$ cat src/rtl/uart_tx_fifo.sv
// uart_tx_fifo: UART transmitter fed by a small TX FIFO, with runtime parity/stop selection.
// Latency: a word pushed into an empty FIFO while idle drives the start bit one clock later.
// Backpressure: in_ready = !full; words wait in the FIFO while a frame is on the line.
//
// Ports:
//   clk, rst      - clock, asynchronous active-high reset
//   in_data/in_valid/in_ready - word input handshake (push when in_valid && in_ready)
//   parity_mode   - 00 none, 01 odd, 10 even, 11 none (latched at frame start)
//   stop_two      - 0: one stop bit, 1: two stop bits (latched at frame start)
//   tx            - serial line, idle high
//   busy          - high from start bit through last stop bit
//   tx_done       - one-cycle pulse per completed frame
//   fifo_count    - occupied FIFO entries
//   brk_req       - only with UART_TX_BREAK_EN: hold the line low (break) from idle
//
// Optional feature macro: UART_TX_BREAK_EN adds brk_req and the BREAK state.
module uart_tx_fifo #(
  parameter int DATA_WIDTH   = 8,
  parameter int CLKS_PER_BIT = 16,
  parameter int FIFO_DEPTH   = 4
) (
  input  logic                              clk,
  input  logic                              rst,
  input  logic [DATA_WIDTH-1:0]             in_data,
  input  logic                              in_valid,
  output logic                              in_ready,
  input  logic [1:0]                        parity_mode,
  input  logic                              stop_two,
`ifdef UART_TX_BREAK_EN
  input  logic                              brk_req,
`endif
  output logic                              tx,
  output logic                              busy,
  output logic                              tx_done,
  output logic [$clog2(FIFO_DEPTH+1)-1:0]   fifo_count
);

  localparam int CW = $clog2(FIFO_DEPTH + 1);
  localparam int PW = $clog2(FIFO_DEPTH);
  localparam int BW = $clog2(CLKS_PER_BIT);
  localparam int IW = $clog2(DATA_WIDTH);

  localparam logic [CW-1:0] FIFO_FULL = CW'(FIFO_DEPTH);
  localparam logic [BW-1:0] BAUD_LAST = BW'(CLKS_PER_BIT - 1);
  localparam logic [IW-1:0] BIT_LAST  = IW'(DATA_WIDTH - 1);

  typedef enum logic [2:0] {
    S_IDLE,
    S_START,
    S_DATA,
    S_PARITY,
    S_STOP
`ifdef UART_TX_BREAK_EN
    , S_BREAK
`endif
  } state_t;

  // ---------------------------------------------------------------- FIFO
  logic [DATA_WIDTH-1:0] mem_q [FIFO_DEPTH];
  logic [PW-1:0]         wr_ptr_q, wr_ptr_d;
  logic [PW-1:0]         rd_ptr_q, rd_ptr_d;
  logic [CW-1:0]         count_q, count_d;
  logic                  push;
  logic                  pop;
  logic [DATA_WIDTH-1:0] head;

  assign in_ready   = (count_q != FIFO_FULL);
  assign push       = in_valid && in_ready;
  assign head       = mem_q[rd_ptr_q];
  assign fifo_count = count_q;

  // Storage needs no reset: entries are only read once counted as occupied.
  always_ff @(posedge clk) begin
    if (push) begin
      mem_q[wr_ptr_q] <= in_data;
    end
  end

  always_comb begin
    wr_ptr_d = wr_ptr_q;
    rd_ptr_d = rd_ptr_q;
    count_d  = count_q;
    if (push) begin
      wr_ptr_d = wr_ptr_q + 1'b1;
    end
    if (pop) begin
      rd_ptr_d = rd_ptr_q + 1'b1;
    end
    case ({push, pop})
      2'b10:   count_d = count_q + 1'b1;
      2'b01:   count_d = count_q - 1'b1;
      default: count_d = count_q;
    endcase
  end

  // ----------------------------------------------------------------- FSM
  state_t                state_q, state_d;
  logic [BW-1:0]         baud_q, baud_d;
  logic [IW-1:0]         bit_q, bit_d;
  logic [DATA_WIDTH-1:0] shift_q, shift_d;
  logic                  par_q, par_d;
  logic [1:0]            mode_q, mode_d;
  logic                  two_q, two_d;
  logic                  stop2nd_q, stop2nd_d;
  logic                  tx_q, tx_d;
  logic                  busy_q, busy_d;
  logic                  done_q, done_d;
  logic                  baud_end;
  logic                  brk_now;
`ifdef UART_TX_BREAK_EN
  logic                  rel_q, rel_d;   // break released, sending the recovery mark
  assign brk_now = brk_req;
`else
  assign brk_now = 1'b0;
`endif

  assign baud_end = (baud_q == BAUD_LAST);

  always_comb begin
    state_d   = state_q;
    baud_d    = baud_q;
    bit_d     = bit_q;
    shift_d   = shift_q;
    par_d     = par_q;
    mode_d    = mode_q;
    two_d     = two_q;
    stop2nd_d = stop2nd_q;
    tx_d      = tx_q;
    busy_d    = busy_q;
    done_d    = 1'b0;
    pop       = 1'b0;
`ifdef UART_TX_BREAK_EN
    rel_d     = rel_q;
`endif

    // Baud counter free-runs 0..CLKS_PER_BIT-1 outside IDLE; it wraps to 0
    // exactly when a bit boundary is taken, so every bit gets a full period.
    if (state_q != S_IDLE) begin
      baud_d = baud_end ? '0 : baud_q + 1'b1;
    end

    case (state_q)
      S_IDLE: begin
        tx_d   = 1'b1;
        busy_d = 1'b0;
        if (brk_now) begin
`ifdef UART_TX_BREAK_EN
          state_d = S_BREAK;
          tx_d    = 1'b0;
          busy_d  = 1'b1;
          rel_d   = 1'b0;
`endif
        end else if (count_q != '0) begin
          pop     = 1'b1;
          shift_d = head;
          mode_d  = parity_mode;
          two_d   = stop_two;
          par_d   = (parity_mode == 2'b01) ? ~^head : ^head;
          tx_d    = 1'b0;
          busy_d  = 1'b1;
          baud_d  = '0;
          state_d = S_START;
        end
      end

      S_START: begin
        if (baud_end) begin
          tx_d    = shift_q[0];
          shift_d = shift_q >> 1;
          bit_d   = '0;
          state_d = S_DATA;
        end
      end

      S_DATA: begin
        if (baud_end) begin
          if (bit_q == BIT_LAST) begin
            if (mode_q == 2'b01 || mode_q == 2'b10) begin
              tx_d    = par_q;
              state_d = S_PARITY;
            end else begin
              tx_d      = 1'b1;
              stop2nd_d = 1'b0;
              state_d   = S_STOP;
            end
          end else begin
            bit_d   = bit_q + 1'b1;
            tx_d    = shift_q[0];
            shift_d = shift_q >> 1;
          end
        end
      end

      S_PARITY: begin
        if (baud_end) begin
          tx_d      = 1'b1;
          stop2nd_d = 1'b0;
          state_d   = S_STOP;
        end
      end

      S_STOP: begin
        if (baud_end) begin
          if (two_q && !stop2nd_q) begin
            stop2nd_d = 1'b1;
          end else begin
            done_d  = 1'b1;
            busy_d  = 1'b0;
            state_d = S_IDLE;
          end
        end
      end

`ifdef UART_TX_BREAK_EN
      S_BREAK: begin
        if (!rel_q) begin
          tx_d = 1'b0;
          if (!brk_now) begin
            rel_d  = 1'b1;
            tx_d   = 1'b1;
            baud_d = '0;
          end
        end else if (baud_end) begin
          busy_d  = 1'b0;
          rel_d   = 1'b0;
          state_d = S_IDLE;
        end
      end
`endif

      default: begin
        tx_d    = 1'b1;
        busy_d  = 1'b0;
        state_d = S_IDLE;
      end
    endcase
  end

  // Asynchronous reset drops tx back to idle-high at once and discards the FIFO.
  always_ff @(posedge clk or posedge rst) begin
    if (rst) begin
      wr_ptr_q  <= '0;
      rd_ptr_q  <= '0;
      count_q   <= '0;
      state_q   <= S_IDLE;
      baud_q    <= '0;
      bit_q     <= '0;
      shift_q   <= '0;
      par_q     <= 1'b0;
      mode_q    <= 2'b00;
      two_q     <= 1'b0;
      stop2nd_q <= 1'b0;
      tx_q      <= 1'b1;
      busy_q    <= 1'b0;
      done_q    <= 1'b0;
`ifdef UART_TX_BREAK_EN
      rel_q     <= 1'b0;
`endif
    end else begin
      wr_ptr_q  <= wr_ptr_d;
      rd_ptr_q  <= rd_ptr_d;
      count_q   <= count_d;
      state_q   <= state_d;
      baud_q    <= baud_d;
      bit_q     <= bit_d;
      shift_q   <= shift_d;
      par_q     <= par_d;
      mode_q    <= mode_d;
      two_q     <= two_d;
      stop2nd_q <= stop2nd_d;
      tx_q      <= tx_d;
      busy_q    <= busy_d;
      done_q    <= done_d;
`ifdef UART_TX_BREAK_EN
      rel_q     <= rel_d;
`endif
    end
  end

  assign tx      = tx_q;
  assign busy    = busy_q;
  assign tx_done = done_q;

endmodule

$ cat config.mk
export PLATFORM = sky130hd
export DESIGN_NAME = uart_tx_fifo
export DESIGN_NICKNAME = d
export VERILOG_FILES = /design/src/rtl/uart_tx_fifo.sv
export SDC_FILE = /design/constraint.sdc
export NUM_CORES = 1
export LEC_CHECK = 0
export CORE_ASPECT_RATIO = 2
export CORE_MARGIN = 1.5
export CORE_UTILIZATION = 62
export CTS_CLUSTER_SIZE = 24
export DETAILED_ROUTE_END_ITERATION = 12
export GPL_ROUTABILITY_DRIVEN = 0
export HOLD_SLACK_MARGIN = 0.12
export PLACE_DENSITY = 0.81
export SETUP_SLACK_MARGIN = 0.02
export SYNTH_ARGS = -nofsm -noshare
export SYNTH_HDL_FRONTEND = slang
export SYNTH_SLANG_ARGS = --single-unit
$ cat constraint.sdc
create_clock -name clk -period 3.4 [get_ports clk]
set_input_delay 0.68 -clock clk [delete_from_list [all_inputs] [get_ports clk]]
set_output_delay 0.68 -clock clk [all_outputs]
set_load 0.05 [all_outputs]
# After elaboration in Yosys (flattened, before gate mapping)
# Memories as Yosys holds them, arrays and structs flattened.
# Index checks and enable logic that the tools add are counted.
[totals]
memories = 1
output_inout_bits = 7
reg_bits = 33
ramBits = 32
word_cells = 114
input_bits = 14
[classes]
n_reduce_logical = 21
eq_ne = 22
n_addsub = 6
muxes = 48
n_bitwise = 2
[memory_table]
columns = ["name", "depth", "width", "rd", "rd_ports_with_merged_regs", "wr", "line_no", "source"]
rows = [
  ["mem_q", 4, 8, 1, 0, 1, "59", "logic [DATA_WIDTH-1:0] mem_q [FIFO_DEPTH];"],
]
[op_table]
columns = ["cell", "n"]
rows = [
  ["two-way mux 3 bit", 11],
  ["two-way mux 8 bit", 4],
  ["case mux 8 bit (3 select lines)", 1],
  ["two-way mux 1 bit", 22],
  ["inequality test 2 bit, second input constant", 10],
  ["two-way mux 4 bit", 4],
  ["case mux 3 bit (5 select lines)", 1],
  ["AND reduction 7 bit", 2],
  ["case mux 3 bit (2 select lines)", 2],
  ["nonzero test 3 bit", 4],
  ["AND reduction 4 bit", 2],
  ["XNOR reduction 8 bit", 1],
  ["XOR reduction 8 bit", 1],
  ["adder 3 x 1 -> 3 bit, second input constant", 2],
  ["equality test 2 x 1 -> 1 bit, second input constant", 3],
  ["equality test 3 x 2 -> 1 bit, second input constant", 2],
  ["equality test 3 bit, second input constant", 2],
  ["case mux 1 bit (3 select lines)", 2],
  ["case mux 1 bit (5 select lines)", 1],
  ["AND reduction 5 bit", 1],
  ["adder 2 x 1 -> 2 bit, second input constant", 2],
  ["adder 4 x 1 -> 4 bit, second input constant", 1],
  ["equality test 2 bit, second input constant", 2],
  ["equality test 4 bit, second input constant", 1],
  ["12 further kinds", 15],
]

# Longest topological paths before layout
[depth]
word_depth = 6
ltp_mapped = 10
ltp_nobuf = 10

# Worst setup path after synthesis
# No wires, ideal clock.
[synth_timing]
path_type = "register -> register"
from = "register count_q[2] (netlist: fifo_count[2])"
to = "register count_q[2] (netlist: fifo_count[2])"
arrival_time_ps = 2694
required_time_ps = 3318
n_path_buf = 0
period_less_slack_ps = 2777
slack_ps = 623
setup_ps = 82
stages_incl_launch_ff = 10
cell_sequence = "dfrtp_1 nand3_1 and2_1 inv_1 ha_1 inv_1 fa_1 xor2_1 nor2_1 xor2_1"
[synth_via]
word_cells_on_any_way = 11
cone_classes = "2 x add/sub; 3 x eq/ne; 3 x mux; 3 x reduce/logical"
[synth_lines]
columns = ["item", "line_no", "source"]
rows = [
  ["start, declared", "62", "logic [CW-1:0] count_q, count_d;"],
  ["start signal, assigned", "262", "count_q <= count_d;"],
  ["inequality test 3 bit (*)", "67", "assign in_ready = (count_q != FIFO_FULL);"],
  ["named net in_ready", "26", "output logic in_ready,"],
  ["logical AND 1 bit (*)", "68", "assign push = in_valid && in_ready;"],
  ["equality test 2 x 1 -> 1 bit or equality test 2 bit (tied branches)", "89", "case ({push, pop})"],
  ["case mux 3 bit (2 select lines) or nonzero test 2 bit (tied branches)", "n/a", ""],
]
# Mark *: on every way through the listed nets, which the timed path passes. The rest lies on a longest branch.
# A chain may end at the register's enable or synchronous reset.

# Worst setup path in the final report
[layout_timing]
from = "register count_q[0] (netlist: fifo_count[0])"
to = "output port in_ready"
[layout_via]
elab_chain_len = 1
[layout_rtl]
columns = ["item", "line_no"]
rows = [
  ["inequality test 3 bit", "67"],
  ["end, declared", "26"],
]
# No other way between the ends.

==> flow_summary.ini <==
[drt]
wire_per_inst_um = 17.9
first_iter_violations = 52
first_pass_iters = 4
num_vias = 1782
final_antenna_net_count = 0
routed_via_density = 5.90
drc = 0
drt-total-wl_mm = 5.40

[setup_path]
r2r_start = rd_ptr_q[0]
cpPeakStageDelay_ns = 0.84
reg2reg_slack_ns = 1.01
r2r_cells = 5
crit_buf_inv = 2
cp_slowest_cell = clkdlybuf4s50_1
crit_family = buffers and inverters
r2r_end = par_q
crit_chain = inv_1 > nand3_1 > clkdlybuf4s50_1
cp-end-kind = output pin
cp_max_fo = 6
crit_required_ns = 2.72
cp-start-kind = register
crit_type = reg -> out
worstPathArrival_ns = 1.95

[timing]
fmax_ghz = 0.381
finalClockSkew_ns = 0.0111
hold_viol_final = 0
setup_violations = 0
maxSlewViolCount = 0
fin_crit_ns = 2.63
tns_ns = 0
maxSlewHeadroom = 0.512
rsz0062_at_grt = false
period_share = 0.772
tightest_slew_ns = 0.732

[worst_hold_path]
holdPathStages = 2
worstHoldEndpoint = stop2nd_q
min_from = stop2nd_q
hold_path_class = reg -> reg

[synth]
synth_largest_area_cell = edfxtp_1
syn_avg_cell_area_um2 = 13.9
synth_warnings = 0
synth_cells = 216
synthFlopType = edfxtp_1
synth_area_um2 = 3000
yosys-top-cells-count = 32 x dfrtp_1, 32 x edfxtp_1, 19 x mux2_2, 19 x o21ai_0, 11 x inv_1
synth_nets = 239
synth.area.top_cells = edfxtp_1 32%, dfrtp_1 27%, mux2_2 7.1%
synth_edf_count = 32
yosysSeqAreaShare = 0.597
async_flop_share = 0.508
synth_top_area_share = 0.321
synth_cell_types = 39
ys_ff_latch = 65

[floorplanning]
dieWidth_um = 52.2
fp-row-count = 35
die_y_um = 101
initial_core_util = 0.645
pin_count = 21
dieArea_um2 = 5280
coreArea_um2 = 4640

[outcome]
outcome = completed

[run]
drv_cap = 0

[finish]
fin_cells = 302
antenna-diode-count = 0
syn_to_final_growth_pct = 15.3
drive_gt1_frac = 0.170
finalNetCount = 265

[grt]
grt_pass1_vias = 1912
grt-ovfl-total = 0
antenna_found_initial = 0
grt_pass1_wl_mm = 8.84
grt_usage = 0.239
grt_max_degree = 34

[place]
dp.cells = 286
io_buffers = 20
dp_hpwl_mm = 3.82

[clocking]
post_cts_buffers = 0
cts_tree = yes
post_cts_resized = 0
cts.path.max_buffers = 2
cts.root.buffer_cell = clkbuf_8
insertion_delay_ns = 0.35
cts_inserted_buffers = 9
path_clk_slew_ns = 0.07
cts_hold_buffers = 0
cts.sinks = 65
h-tree-depth = 3

[power_and_ir_drop]
ir_drop_uv = 839
p_leak_nw = 1.38
p_per_area_nw_per_um2 = 618
-- worst reg2reg max path: cells and delay by family (launching register included) --
| kind | cells | cell delay, ns |
|---|---|---|
| flops | 1 | 0.65 |
| xor+xnor | 3 | 0.80 |
| mux | 2 | 0.84 |
-- logic make-up after synthesis --
| group | synth area share |
|---|---|
| AND/OR/NAND/NOR | 0.0785 |
| AO/OA/AOI/OAI | 0.0710 |
| flip-flops | 0.597 |
| XOR/XNOR | 0.0480 |
| adder cells (fa/ha/maj) | 0.0401 |
| multiplexers | 0.140 |
| buffers and inverters | 0.0255 |
-- area by class of cell --
class,count,area (um^2)
Clock inverter,6,82.6
Inverter,11,41.3
Clock buffer,10,128
Timing Repair Buffer,22,215
Multi-Input combinational cell,133,1130
Tap cell,55,68.8
Sequential cell,65,1790
Fill cell,318,1190
-- report_power, final --
part           switching, mW  internal, mW  total [mW]
clock                  0.288         0.408       0.695
combinational          0.263         0.178       0.441
sequential            0.0533         0.945       0.998
-- worst max-delay path by stage --
| stage | cells after the start | slack (ns) | from | endpoint |
|---|---|---|---|---|
| after floorplan | 9 | 0.62 | fifo_count[2] | fifo_count[2] |
| after detailed placement | 9 | 0.88 | in_valid | fifo_count[2] |
| after global placement | 9 | 0.96 | in_valid | fifo_count[2] |
| after CTS | 3 | 0.78 | fifo_count[0] | in_ready |
| after global routing | 3 | 0.70 | fifo_count[0] | in_ready |
| final | 3 | 0.77 | fifo_count[0] | in_ready |
-- sequential cells by signal, indices dropped and copies added, names as in the netlist --
name,cells
tx_done,1
fifo_count,3
mode_q,2
state_q,3
tx,1
mem_q,32
rd_ptr_q,2
two_q,1
par_q,1
shift_q,8
baud_q,4
wr_ptr_q,2
bit_q,3
stop2nd_q,1
busy,1
-- cells in the final DEF, fill, tap and decap left out, types with 3 or more instances in the layout --
cell type | Yosys | routed
dfrtp_1 | 32 | 32
edfxtp_1 | 32 | 32
clkdlybuf4s50_1 | 0 | 20
mux2_2 | 19 | 19
o21ai_0 | 19 | 19
inv_1 | 11 | 11
nor2_1 | 9 | 9
clkbuf_8 | 0 | 9
nand2_1 | 8 | 8
xnor2_1 | 8 | 8
ha_1 | 8 | 8
a21oi_1 | 6 | 6
and3_1 | 6 | 6
nor3_1 | 5 | 5
mux4_1 | 4 | 4
nand3_1 | 4 | 4
nand4_1 | 4 | 4
xor2_1 | 4 | 4
mux4_2 | 4 | 4
o31ai_1 | 3 | 3
-- per-stage QoR --
step / power [mW] / util / hold WS [ns] / area [um^2] / worst slack, ns
2_1_floorplan: 1.31 / - / 0.450 / 3000 / 0.623
3_3_place_gp: 1.43 / 0.699 / 0.491 / 3240 / 0.960
3_5_place_dp: 1.45 / 0.699 / 0.498 / 3240 / 0.875
4_1_cts: 2.15 / 0.744 / 0.514 / 3450 / 0.781
5_1_grt: 2.22 / 0.744 / 0.530 / 3450 / 0.698
6_report: 2.13 / 0.744 / 0.502 / 3450 / 0.774
-- layer usage --
metal | part of all wire | vias up | GRT usage
li1 | - | 856 | -
met1 | 0.37 | 883 | 0.238
met2 | 0.58 | 29 | 0.446
met3 | 0.021 | 14 | 0.0265
met4 | 0.032 | 0 | 0.154
met5 | 0 | - | 0
Power figures use the tool's default switching activity.
